===== src/rtl/mux_sched_pkg.sv =====
// Shared constants, state encoding and small index helpers for the 4-way
// round-robin mux scheduler.
package mux_sched_pkg;

    localparam int N_REQ         = 4;
    localparam int IDX_W         = 2;
    localparam int DEFAULT_WIDTH = 4;
    localparam int BEAT_W        = 4;

    localparam logic [BEAT_W-1:0] BEAT_ZERO = 4'd0;
    localparam logic [BEAT_W-1:0] BEAT_ONE  = 4'd1;

    typedef enum logic [0:0] {
        ST_IDLE = 1'b0,
        ST_BUSY = 1'b1
    } state_e;

    // Index to one-hot requester mask.
    function automatic logic [N_REQ-1:0] idx_to_onehot(input logic [IDX_W-1:0] idx);
        logic [N_REQ-1:0] oh;
        oh      = {N_REQ{1'b0}};
        oh[idx] = 1'b1;
        return oh;
    endfunction

    // Cyclic successor of a requester index (3 wraps to 0).
    function automatic logic [IDX_W-1:0] idx_inc(input logic [IDX_W-1:0] idx);
        return idx + 2'd1;
    endfunction

endpackage


===== src/rtl/mux4_rr_scheduler_if.sv =====
// Requester-side and consumer-side signals of the scheduler bundled together.
// master = producers/consumer environment, slave = the scheduler itself.
interface mux4_rr_scheduler_if #(
    parameter int WIDTH = mux_sched_pkg::DEFAULT_WIDTH
);
    import mux_sched_pkg::*;

    logic [N_REQ-1:0]       in_req;
    logic [N_REQ*WIDTH-1:0] in_data;
    logic [N_REQ-1:0]       in_ack;
    logic                   out_valid;
    logic                   out_ready;
    logic [WIDTH-1:0]       out_y;
    logic [WIDTH-1:0]       out_y_b;
    logic [IDX_W-1:0]       out_sel;
    logic [N_REQ-1:0]       out_grant;

    modport master (
        output in_req, in_data, out_ready,
        input  in_ack, out_valid, out_y, out_y_b, out_sel, out_grant
    );

    modport slave (
        input  in_req, in_data, out_ready,
        output in_ack, out_valid, out_y, out_y_b, out_sel, out_grant
    );

endinterface


===== src/rtl/rr_pick4.sv =====
// Combinational cyclic priority picker: first set bit of req starting at ptr.
module rr_pick4
    import mux_sched_pkg::*;
(
    input  logic [N_REQ-1:0] req,
    input  logic [IDX_W-1:0] ptr,
    output logic             found,
    output logic [IDX_W-1:0] idx,
    output logic [N_REQ-1:0] onehot
);

    logic [IDX_W-1:0] cand_s;

    // Scan requesters in cyclic order from ptr and latch the first hit.
    always_comb begin
        found  = 1'b0;
        idx    = ptr;
        cand_s = ptr;
        for (int i = 0; i < N_REQ; i++) begin
            cand_s = ptr + IDX_W'(i);
            if (!found && req[cand_s]) begin
                found = 1'b1;
                idx   = cand_s;
            end else begin
                found = found;
            end
        end
    end

    // One-hot form of the pick; all zeros when nothing is requesting.
    always_comb begin
        if (found) begin
            onehot = idx_to_onehot(idx);
        end else begin
            onehot = {N_REQ{1'b0}};
        end
    end

endmodule


===== src/rtl/mux4_rr_scheduler.sv =====
// Round-robin scheduler sharing one 4:1 true/complement mux path among four
// requesters. The chosen slice and its complement are captured into an
// output register stage that is drained with a valid/ready handshake.
// An owner may keep the grant for up to MAX_BURST accepted beats.
module mux4_rr_scheduler
    import mux_sched_pkg::*;
#(
    parameter int WIDTH     = DEFAULT_WIDTH,
    parameter int MAX_BURST = 1
)
(
    input  logic               clk,
    input  logic               rst_n,
    mux4_rr_scheduler_if.slave bus
);

    localparam logic [BEAT_W-1:0] MAX_BURST_C = BEAT_W'(MAX_BURST);

    // Registered state
    state_e            state_q,    state_d;
    logic [IDX_W-1:0]  rr_ptr_q,   rr_ptr_d;
    logic [BEAT_W-1:0] beat_cnt_q, beat_cnt_d;
    logic [WIDTH-1:0]  y_q,        y_d;
    logic [WIDTH-1:0]  y_b_q,      y_b_d;
    logic [IDX_W-1:0]  sel_q,      sel_d;
    logic [N_REQ-1:0]  grant_q,    grant_d;

    // Decode signals
    logic              pick_found_s;
    logic [IDX_W-1:0]  pick_idx_s;
    logic [N_REQ-1:0]  pick_onehot_s;
    logic              busy_s;
    logic              transfer_s;
    logic              keep_s;
    logic              load_en_s;
    logic [IDX_W-1:0]  src_idx_s;
    logic [N_REQ-1:0]  src_onehot_s;
    logic [WIDTH-1:0]  slice_s;

    rr_pick4 u_pick (
        .req    (bus.in_req),
        .ptr    (rr_ptr_q),
        .found  (pick_found_s),
        .idx    (pick_idx_s),
        .onehot (pick_onehot_s)
    );

    // Capture decision: keep the owner while its burst budget lasts, otherwise
    // take the round-robin pick. The owner is only reconsidered at a transfer.
    always_comb begin
        busy_s     = (state_q == ST_BUSY);
        transfer_s = busy_s && bus.out_ready;
        keep_s     = busy_s && bus.in_req[sel_q] && (beat_cnt_q < MAX_BURST_C);
        if (busy_s) begin
            load_en_s = transfer_s && pick_found_s;
        end else begin
            load_en_s = pick_found_s;
        end
        if (keep_s) begin
            src_idx_s    = sel_q;
            src_onehot_s = grant_q;
        end else begin
            src_idx_s    = pick_idx_s;
            src_onehot_s = pick_onehot_s;
        end
    end

    // 4:1 data select steered by the chosen source index.
    always_comb begin
        slice_s = bus.in_data[int'(src_idx_s)*WIDTH +: WIDTH];
    end

    // Next-state and next-output computation for the two-state controller.
    always_comb begin
        state_d    = state_q;
        rr_ptr_d   = rr_ptr_q;
        beat_cnt_d = beat_cnt_q;
        y_d        = y_q;
        y_b_d      = y_b_q;
        sel_d      = sel_q;
        grant_d    = grant_q;
        case (state_q)
            ST_IDLE, ST_BUSY: begin
                if (load_en_s) begin
                    state_d = ST_BUSY;
                    y_d     = slice_s;
                    y_b_d   = ~slice_s;
                    sel_d   = src_idx_s;
                    grant_d = src_onehot_s;
                    if (keep_s) begin
                        beat_cnt_d = beat_cnt_q + BEAT_ONE;
                    end else begin
                        beat_cnt_d = BEAT_ONE;
                        rr_ptr_d   = idx_inc(pick_idx_s);
                    end
                end else if (transfer_s) begin
                    // Drain: nothing pending, last word/select are kept.
                    state_d    = ST_IDLE;
                    grant_d    = {N_REQ{1'b0}};
                    beat_cnt_d = BEAT_ZERO;
                end else begin
                    state_d = state_q;
                end
            end
            default: begin
                state_d    = ST_IDLE;
                grant_d    = {N_REQ{1'b0}};
                beat_cnt_d = BEAT_ZERO;
            end
        endcase
    end

    // State and output register stage with asynchronous reset.
    always_ff @(posedge clk or negedge rst_n) begin
        if (!rst_n) begin
            state_q    <= ST_IDLE;
            rr_ptr_q   <= 2'd0;
            beat_cnt_q <= BEAT_ZERO;
            y_q        <= {WIDTH{1'b0}};
            y_b_q      <= {WIDTH{1'b1}};
            sel_q      <= 2'd0;
            grant_q    <= {N_REQ{1'b0}};
        end else begin
            state_q    <= state_d;
            rr_ptr_q   <= rr_ptr_d;
            beat_cnt_q <= beat_cnt_d;
            y_q        <= y_d;
            y_b_q      <= y_b_d;
            sel_q      <= sel_d;
            grant_q    <= grant_d;
        end
    end

    // Ack pulses on the capture cycle only; forced low while reset is held.
    always_comb begin
        if (load_en_s && rst_n) begin
            bus.in_ack = src_onehot_s;
        end else begin
            bus.in_ack = {N_REQ{1'b0}};
        end
    end

    assign bus.out_valid = (state_q == ST_BUSY);
    assign bus.out_y     = y_q;
    assign bus.out_y_b   = y_b_q;
    assign bus.out_sel   = sel_q;
    assign bus.out_grant = grant_q;

endmodule


===== src/flat_wrapper.sv =====
// flat-port wrapper written by rule: the top's interface ports become plain ports
module mux4_rr_scheduler_flat import mux_sched_pkg::*;
#(
    parameter int WIDTH     = DEFAULT_WIDTH,
    parameter int MAX_BURST = 1
)
  (clk, rst_n, bus_in_req, bus_in_data, bus_out_ready, bus_in_ack, bus_out_valid, bus_out_y, bus_out_y_b, bus_out_sel, bus_out_grant);
  mux4_rr_scheduler_if #(.WIDTH(WIDTH)) bus_i ();
  input  logic clk;
  input  logic rst_n;
  input wire logic [$bits(bus_i.in_req)-1:0] bus_in_req;
  input wire logic [$bits(bus_i.in_data)-1:0] bus_in_data;
  input wire logic [$bits(bus_i.out_ready)-1:0] bus_out_ready;
  output wire logic [$bits(bus_i.in_ack)-1:0] bus_in_ack;
  output wire logic [$bits(bus_i.out_valid)-1:0] bus_out_valid;
  output wire logic [$bits(bus_i.out_y)-1:0] bus_out_y;
  output wire logic [$bits(bus_i.out_y_b)-1:0] bus_out_y_b;
  output wire logic [$bits(bus_i.out_sel)-1:0] bus_out_sel;
  output wire logic [$bits(bus_i.out_grant)-1:0] bus_out_grant;
  assign bus_i.in_req = bus_in_req;
  assign bus_i.in_data = bus_in_data;
  assign bus_i.out_ready = bus_out_ready;
  assign bus_in_ack = bus_i.in_ack;
  assign bus_out_valid = bus_i.out_valid;
  assign bus_out_y = bus_i.out_y;
  assign bus_out_y_b = bus_i.out_y_b;
  assign bus_out_sel = bus_i.out_sel;
  assign bus_out_grant = bus_i.out_grant;
  mux4_rr_scheduler #(.WIDTH(WIDTH), .MAX_BURST(MAX_BURST)) u_core (.clk(clk), .rst_n(rst_n), .bus(bus_i));
endmodule

===== config.mk =====
export PLATFORM = sky130hd
export DESIGN_NAME = mux4_rr_scheduler_flat
export DESIGN_NICKNAME = d
export VERILOG_FILES = /design/src/rtl/mux_sched_pkg.sv /design/src/rtl/mux4_rr_scheduler_if.sv /design/src/rtl/rr_pick4.sv /design/src/rtl/mux4_rr_scheduler.sv /design/src/flat_wrapper.sv
export SDC_FILE = /design/constraint.sdc
export NUM_CORES = 1
export LEC_CHECK = 0
export CAP_MARGIN = 30
export CORE_MARGIN = 2
export CORE_UTILIZATION = 33
export CTS_BUF_LIST = sky130_fd_sc_hd__clkbuf_8
export CTS_CLUSTER_DIAMETER = 50
export DETAILED_ROUTE_END_ITERATION = 10
export PLACE_DENSITY = 0.64
export SYNTH_ARGS = -nofsm -noshare
export SYNTH_HDL_FRONTEND = slang
export SYNTH_SLANG_ARGS = --single-unit

===== constraint.sdc =====
create_clock -name clk -period 3.1 [get_ports clk]
set_input_delay 0.62 -clock clk [delete_from_list [all_inputs] [get_ports clk]]
set_output_delay 0.62 -clock clk [all_outputs]
set_load 0.05 [all_outputs]

==> results.yml, run 1 <==
cts:
  clk-insertion-delay-late_ps: 260
  clockBufferDepth: 2
  root_buffer: "clkbuf_8"
  cts.sinks: 21
  clk_pin_slew_ps: 80
  cts_max_level: 1
  cts_hold_buf: 0
  numCtsBuffers: 3
  tritoncts: "built"
die:
  fp.coreArea_um2: 4029
  dieWidth_um: 68.93
  initial_core_util_pct: 34.53
  die_h_um: 68.93
  dieArea_um2: 4751
  num_rows: 23
  num_io_pins: 42
logic_synthesis:
  seq_area_frac_synth_pct: 38.13
  syn_area_per_cell_um2: 10.01
  yosysTopAreaCellShare_pct: 30.58
  yosys-top-cells-area: "dfrtp_1 (31%), mux2i_1 (7.9%), dfstp_2 (7.6%), ha_1 (5.4%), nor2_1 (3.8%)"
  syn_inst: 139
  yosys_register_bits: 21
  yosysTopAreaCell: "dfrtp_1"
  ys_types: 41
  yosysWarnings: 0
  syn_area_um2: 1391
  syn-num-nets: 168
sta:
  worst_pin_slew_ps: 516.4
  setup_viol: 0
  fin_crit_sh_pct: 93.70
  rsz0062_at_grt: "no"
  drv_slew: 0
  finalHoldViolations: 0
  fin_skew_ps: 3.838
  slew_headroom_pct: 65.47
  tns_ps: 0
  fmax_ghz: 0.3443
  period_needed_ps: 2905
  layout_setup_ws_ps: 195.3
global_routing:
  grt_max_degree: 22
  groute.usage.overall_pct: 16.46
  antenna_found_initial: 0
  grt_pass1_wl_mm: 5.920
  grt_pass1_vias: 1255
  grt-ovfl-total: 0
worst_hold_path:
  holdPathStages: 1
  hold_class: "flop to flop"
layout:
  regArea_um2: 530.5
  fill_cells: 399
  multi_input_area_um2: 820.8
  n_antenna_cell: 0
  final_nets: 228
  drive_above_1_share_pct: 22.73
  area_growth_pct: 48.92
drt:
  drt-initial-drc-count: 40
  drt_wl_total_mm: 3.659
  via_per_inst: 5.105
  post-route-drc-count: 0
  postRouteAntennaNets: 0
  firstDrtPassIters: 4
  wire_per_inst_um: 14.75
  via_count: 1266
critical_path:
  arrival_ps: 2280
  end_kind: "output pin"
  path_max_fanout: 6
  critPathKind: "primary input to output pin"
  startpoint_type: "primary input"
  required_ps: 2480
  ff2ff_path_depth: 6
power:
  p_leak_nw: 0.9308
  power_mw: 1.844
  irDropWorstVdd_mv: 0.3479
  powerDensity_nw_per_um2: 890.0
run:
  cap_viol_max_count: 0
placed_design:
  port_buffers: 41
  place_ws_ps: -33.90
  gp_congestion: 0.8776
  dpl.hpwl_mm: 2.940
run_status:
  status: "complete, no violations"
## report_power, final
group / internal [mW] / switching [mW]
clock network: 0.0894 / 0.0906
logic: 0.490 / 0.668
registers: 0.392 / 0.115
## Yosys cell counts
cell	n
o21ai_4	1
mux2i_1	11
and2_1	2
o21ai_0	3
o211ai_1	2
a21o_1	1
dfrtp_1	17
inv_1	8
nand3_2	1
nand4b_1	1
nor2_1	14
buf_2	1
a31oi_1	4
a21oi_1	6
nand3b_1	1
or2_0	1
nand2b_1	3
nand2_1	10
a221o_1	4
mux4_2	1
a22o_1	6
ha_1	6
clkbuf_1	1
a211o_1	1
o2111ai_4	1
a21o_2	1
or4_1	1
nor3b_2	1
or3_1	2
a211oi_1	4
dfstp_2	4
or2_1	1
nand2_4	2
mux2_2	1
nor2b_1	3
o22ai_1	4
nand4bb_1	1
or2_2	4
and4bb_2	1
buf_6	1
a2bb2oi_1	1
## final cells by class
type                            instances  area share, %
Clock buffer                            3          1.993
Tap cell                               50          3.019
Clock inverter                          1         0.2415
Multi-Input combinational cell        107          39.61
Inverter                                8          1.449
Timing Repair Buffer                   58          28.08
Sequential cell                        21          25.60
## sequential cells by signal, indices dropped and copies added (netlist names)
register,cells
u_core.bus.out_sel,2
u_core.bus.out_y_b,4
u_core.bus.out_valid,1
u_core.beat_cnt_q,4
u_core.bus.out_grant,4
u_core.rr_ptr_q,2
u_core.bus.out_y,4
## path summary, 6_finish.rpt
| check | start | endpoint | slack, ps |
|---|---|---|---|
| setup / recovery | bus_in_req[1] | bus_in_ack[2] | 200 |
| hold / removal | u_core.beat_cnt_q[3] | u_core.beat_cnt_q[3] | 520 |
| setup reg to reg | u_core.bus.out_sel[0] | u_core.bus.out_y_b[3] | 890 |
| hold reg to reg | u_core.beat_cnt_q[3] | u_core.beat_cnt_q[3] | 520 |
| max in group asynchronous | rst_n | u_core.bus.out_y_b[2] | 2090 |
| min in group asynchronous | rst_n | u_core.beat_cnt_q[0] | 740 |
## logic make-up (layout without fill, tap and decap cells)
family,after synthesis,after routing,share of synthesized area [%]
adders and majority gates,6,6,5.396
DFF,21,21,38.13
muxes,13,13,10.34
buffers and inverters,11,70,3.597
AOI/OAI and AO/OA,39,39,22.21
and+or+nand+nor,49,49,20.32
## worst max-delay path: stages
cell and delay, ps:
clkdlybuf4s50_1 490, or4_1 570, and2_1 210, nand2_1 140, nor2_1 100, buf_12 150
## through the flow
stage / util [%] / hold WS (ps) / std cells / area (µm²)
2_1_floorplan: - / 324.4 / 139 / 1391
3_3_place_gp: 49.75 / 487.7 / 243 / 2004
3_5_place_dp: 49.75 / 498.8 / 243 / 2004
4_1_cts: 50.93 / 521.1 / 247 / 2052
5_1_grt: 51.43 / 548.6 / 248 / 2072
6_report: 51.43 / 519.8 / 248 / 2072
## placed cells by master (no fill, tap or decap), types with 4 or more instances in the layout
cell type / instances
buf_4: 17
a21oi_1: 6
ha_1: 6
mux2i_1: 11
dfstp_2: 4
dfrtp_1: 17
clkdlybuf4s50_1: 34
inv_1: 8
buf_12: 4
nor2_1: 13
a221o_1: 4
nand2_1: 10
a211oi_1: 4
or2_2: 4
a31oi_1: 4
o22ai_1: 4
a22o_1: 6
## metal layers
layer	part of all wire, %	global-route usage [%]	up-vias
met5	0	0	-
met4	0.74	4.412	0
met3	2.6	1.461	2
met2	49	27.28	25
met1	47	22.98	612
li1	-	-	627
## what timing repair did
action | in CTS | in global routing
buffers inserted | 0 | 1
endpoints found under the setup margin | 1 | 3
gates resized for setup | 2 | 4
pin swaps | 0 | 2
No activity file was read; power rests on OpenSTA's default activity.
==> run 2: changes to the inputs <==
- CORE_MARGIN: 2 -> not set
==> run 2 against run 1 <==
Compared with the run above:
- global-route usage up 0.98 points
- flip-flop and latch count unchanged
- die area down 5.7%
- power down 0.37%
- combinational power about the same
- largest power group unchanged
==> results.yml, run 2 (synthesis gave the netlist of run 1 again) <==
cts:
  clk_pin_slew_ps: 70
  cts_hold_buf: 0
  clockBufferDepth: 2
  numCtsBuffers: 3
  tritoncts: "built"
  cts_max_level: 1
  root_buffer: "clkbuf_8"
  clk-insertion-delay-late_ps: 270
  cts.sinks: 21
global_routing:
  met1_usage_pct: 22.91
  antenna_found_initial: 0
  grt_pass1_vias: 1239
  grt-ovfl-total: 0
  grt_max_degree: 22
  groute.usage.overall_pct: 17.45
  grtUsageMet3_pct: 3.596
  grt_pass1_wl_mm: 5.844
  top_usage_layer: "met2"
  use_met2_pct: 29.29
run:
  cap_viol_max_count: 0
sta:
  layout_setup_ws_ps: 176.0
  finalHoldViolations: 0
  setup_viol: 0
  drv_slew: 0
  slew_headroom_pct: 65.57
  fin_skew_ps: 8.499
  fmax_ghz: 0.3420
  period_needed_ps: 2924
  worst_pin_slew_ps: 514.8
  rsz0062_at_grt: "no"
  fin_crit_sh_pct: 94.32
drt:
  drt-initial-drc-count: 43
  firstDrtPassIters: 4
  drt_wl_total_mm: 3.701
  via_count: 1289
  post-route-drc-count: 0
  via_per_inst: 5.240
  postRouteAntennaNets: 0
  wire_per_inst_um: 15.04
placed_design:
  port_buffers: 41
  dpl.hpwl_mm: 2.946
  gp_congestion: 0.8688
  place_ws_ps: -57.45
  dp.cells: 242
layout:
  area_growth_pct: 47.48
  n_antenna_cell: 0
  final_cells: 246
  layout_commonest_cell: "clkdlybuf4s50_1"
  drive_above_1_share_pct: 21.94
  layout_common_cells: "clkdlybuf4s50_1 (34), dfrtp_1 (17), buf_4 (15)"
  final_nets: 226
die:
  num_rows: 23
  dieWidth_um: 66.93
  die_h_um: 66.93
  fp.coreArea_um2: 4029
  initial_core_util_pct: 34.53
  dieArea_um2: 4480
  num_io_pins: 42
power:
  irDropWorstVdd_mv: 0.3389
  power_mw: 1.837
  powerDensity_nw_per_um2: 895.4
  p_leak_nw: 0.9173
critical_path:
  arrival_ps: 2300
  path_max_fanout: 4
  startpoint_type: "primary input"
  critPathKind: "primary input to output pin"
  end_kind: "output pin"
  required_ps: 2480
run_status:
  status: "complete, no violations"
worst_hold_path:
  hold_class: "flop to flop"
-- run 2: layout make-up --
class	instances	area [µm²]
multi-input cells	107	815.8
clock buffers	3	41.29
inverters	8	30.03
well taps	50	62.56
fillers	378	1977
repair buffers	56	566.8
clock inverters	1	5.005
flip-flops and latches	21	530.5
-- run 2: critical path, stage by stage --
cell and delay, ps:
clkdlybuf4s50_1 470, or4_1 580, and2_1 220, nand2_1 150
nor2_1 100, buf_12 150
-- run 2: metrics by stage --
stage / utilization (%) / area (µm²) / hold slack (ps) / setup TNS (ps)
floorplan: - / 1391 / 324.4 / 0
global placement: 49.57 / 1997 / 484.9 / 0
detailed placement: 49.57 / 1997 / 491.4 / -79.43
CTS: 50.68 / 2042 / 508.5 / 0
global route: 50.93 / 2052 / 548.2 / 0
finish: 50.93 / 2052 / 508.1 / 0
-- run 2: layer usage --
| metal | vias up | part of all wire (%) |
|---|---|---|
| li1 | 630 | - |
| met1 | 633 | 46 |
| met5 | - | 0 |
| met4 | 0 | 0 |
| met3 | 0 | 3.5 |
| met2 | 26 | 50 |
-- run 2: final timing paths --
| path | end | cells past startpoint | start | slack, ps |
|---|---|---|---|---|
| worst max-delay path | bus_in_ack[2] | 6 | bus_in_req[1] | 180 |
| max in group asynchronous | u_core.bus.out_y_b[0] | 2 | rst_n | 2080 |
| worst max register to register | u_core.bus.out_y_b[2] | 7 | u_core.bus.out_sel[0] | 810 |
| worst min-delay path | u_core.beat_cnt_q[3] | 1 | u_core.beat_cnt_q[3] | 510 |
| worst min register to register | u_core.beat_cnt_q[3] | 1 | u_core.beat_cnt_q[3] | 510 |
| min in group asynchronous | u_core.bus.out_grant[3] | 2 | rst_n | 730 |
-- run 2: power by group --
group          leakage (nW)  switching [mW]  internal [mW]  total, mW
sequential            0.247           0.107          0.392      0.499
clock                0.0255          0.0946         0.0898      0.184
combinational         0.645           0.672          0.482       1.15
-- run 2: timing repair --
item	in CTS	in global routing
gates resized for setup	1	4
pin swaps	0	2
endpoints found under the setup margin	2	4
setup buffers	0	0
==> run 3: changes to the inputs <==
- SLEW_MARGIN: not set -> 20
==> results of run 3 <==
Final layout, timing and power as in run 2 (identical DEF).
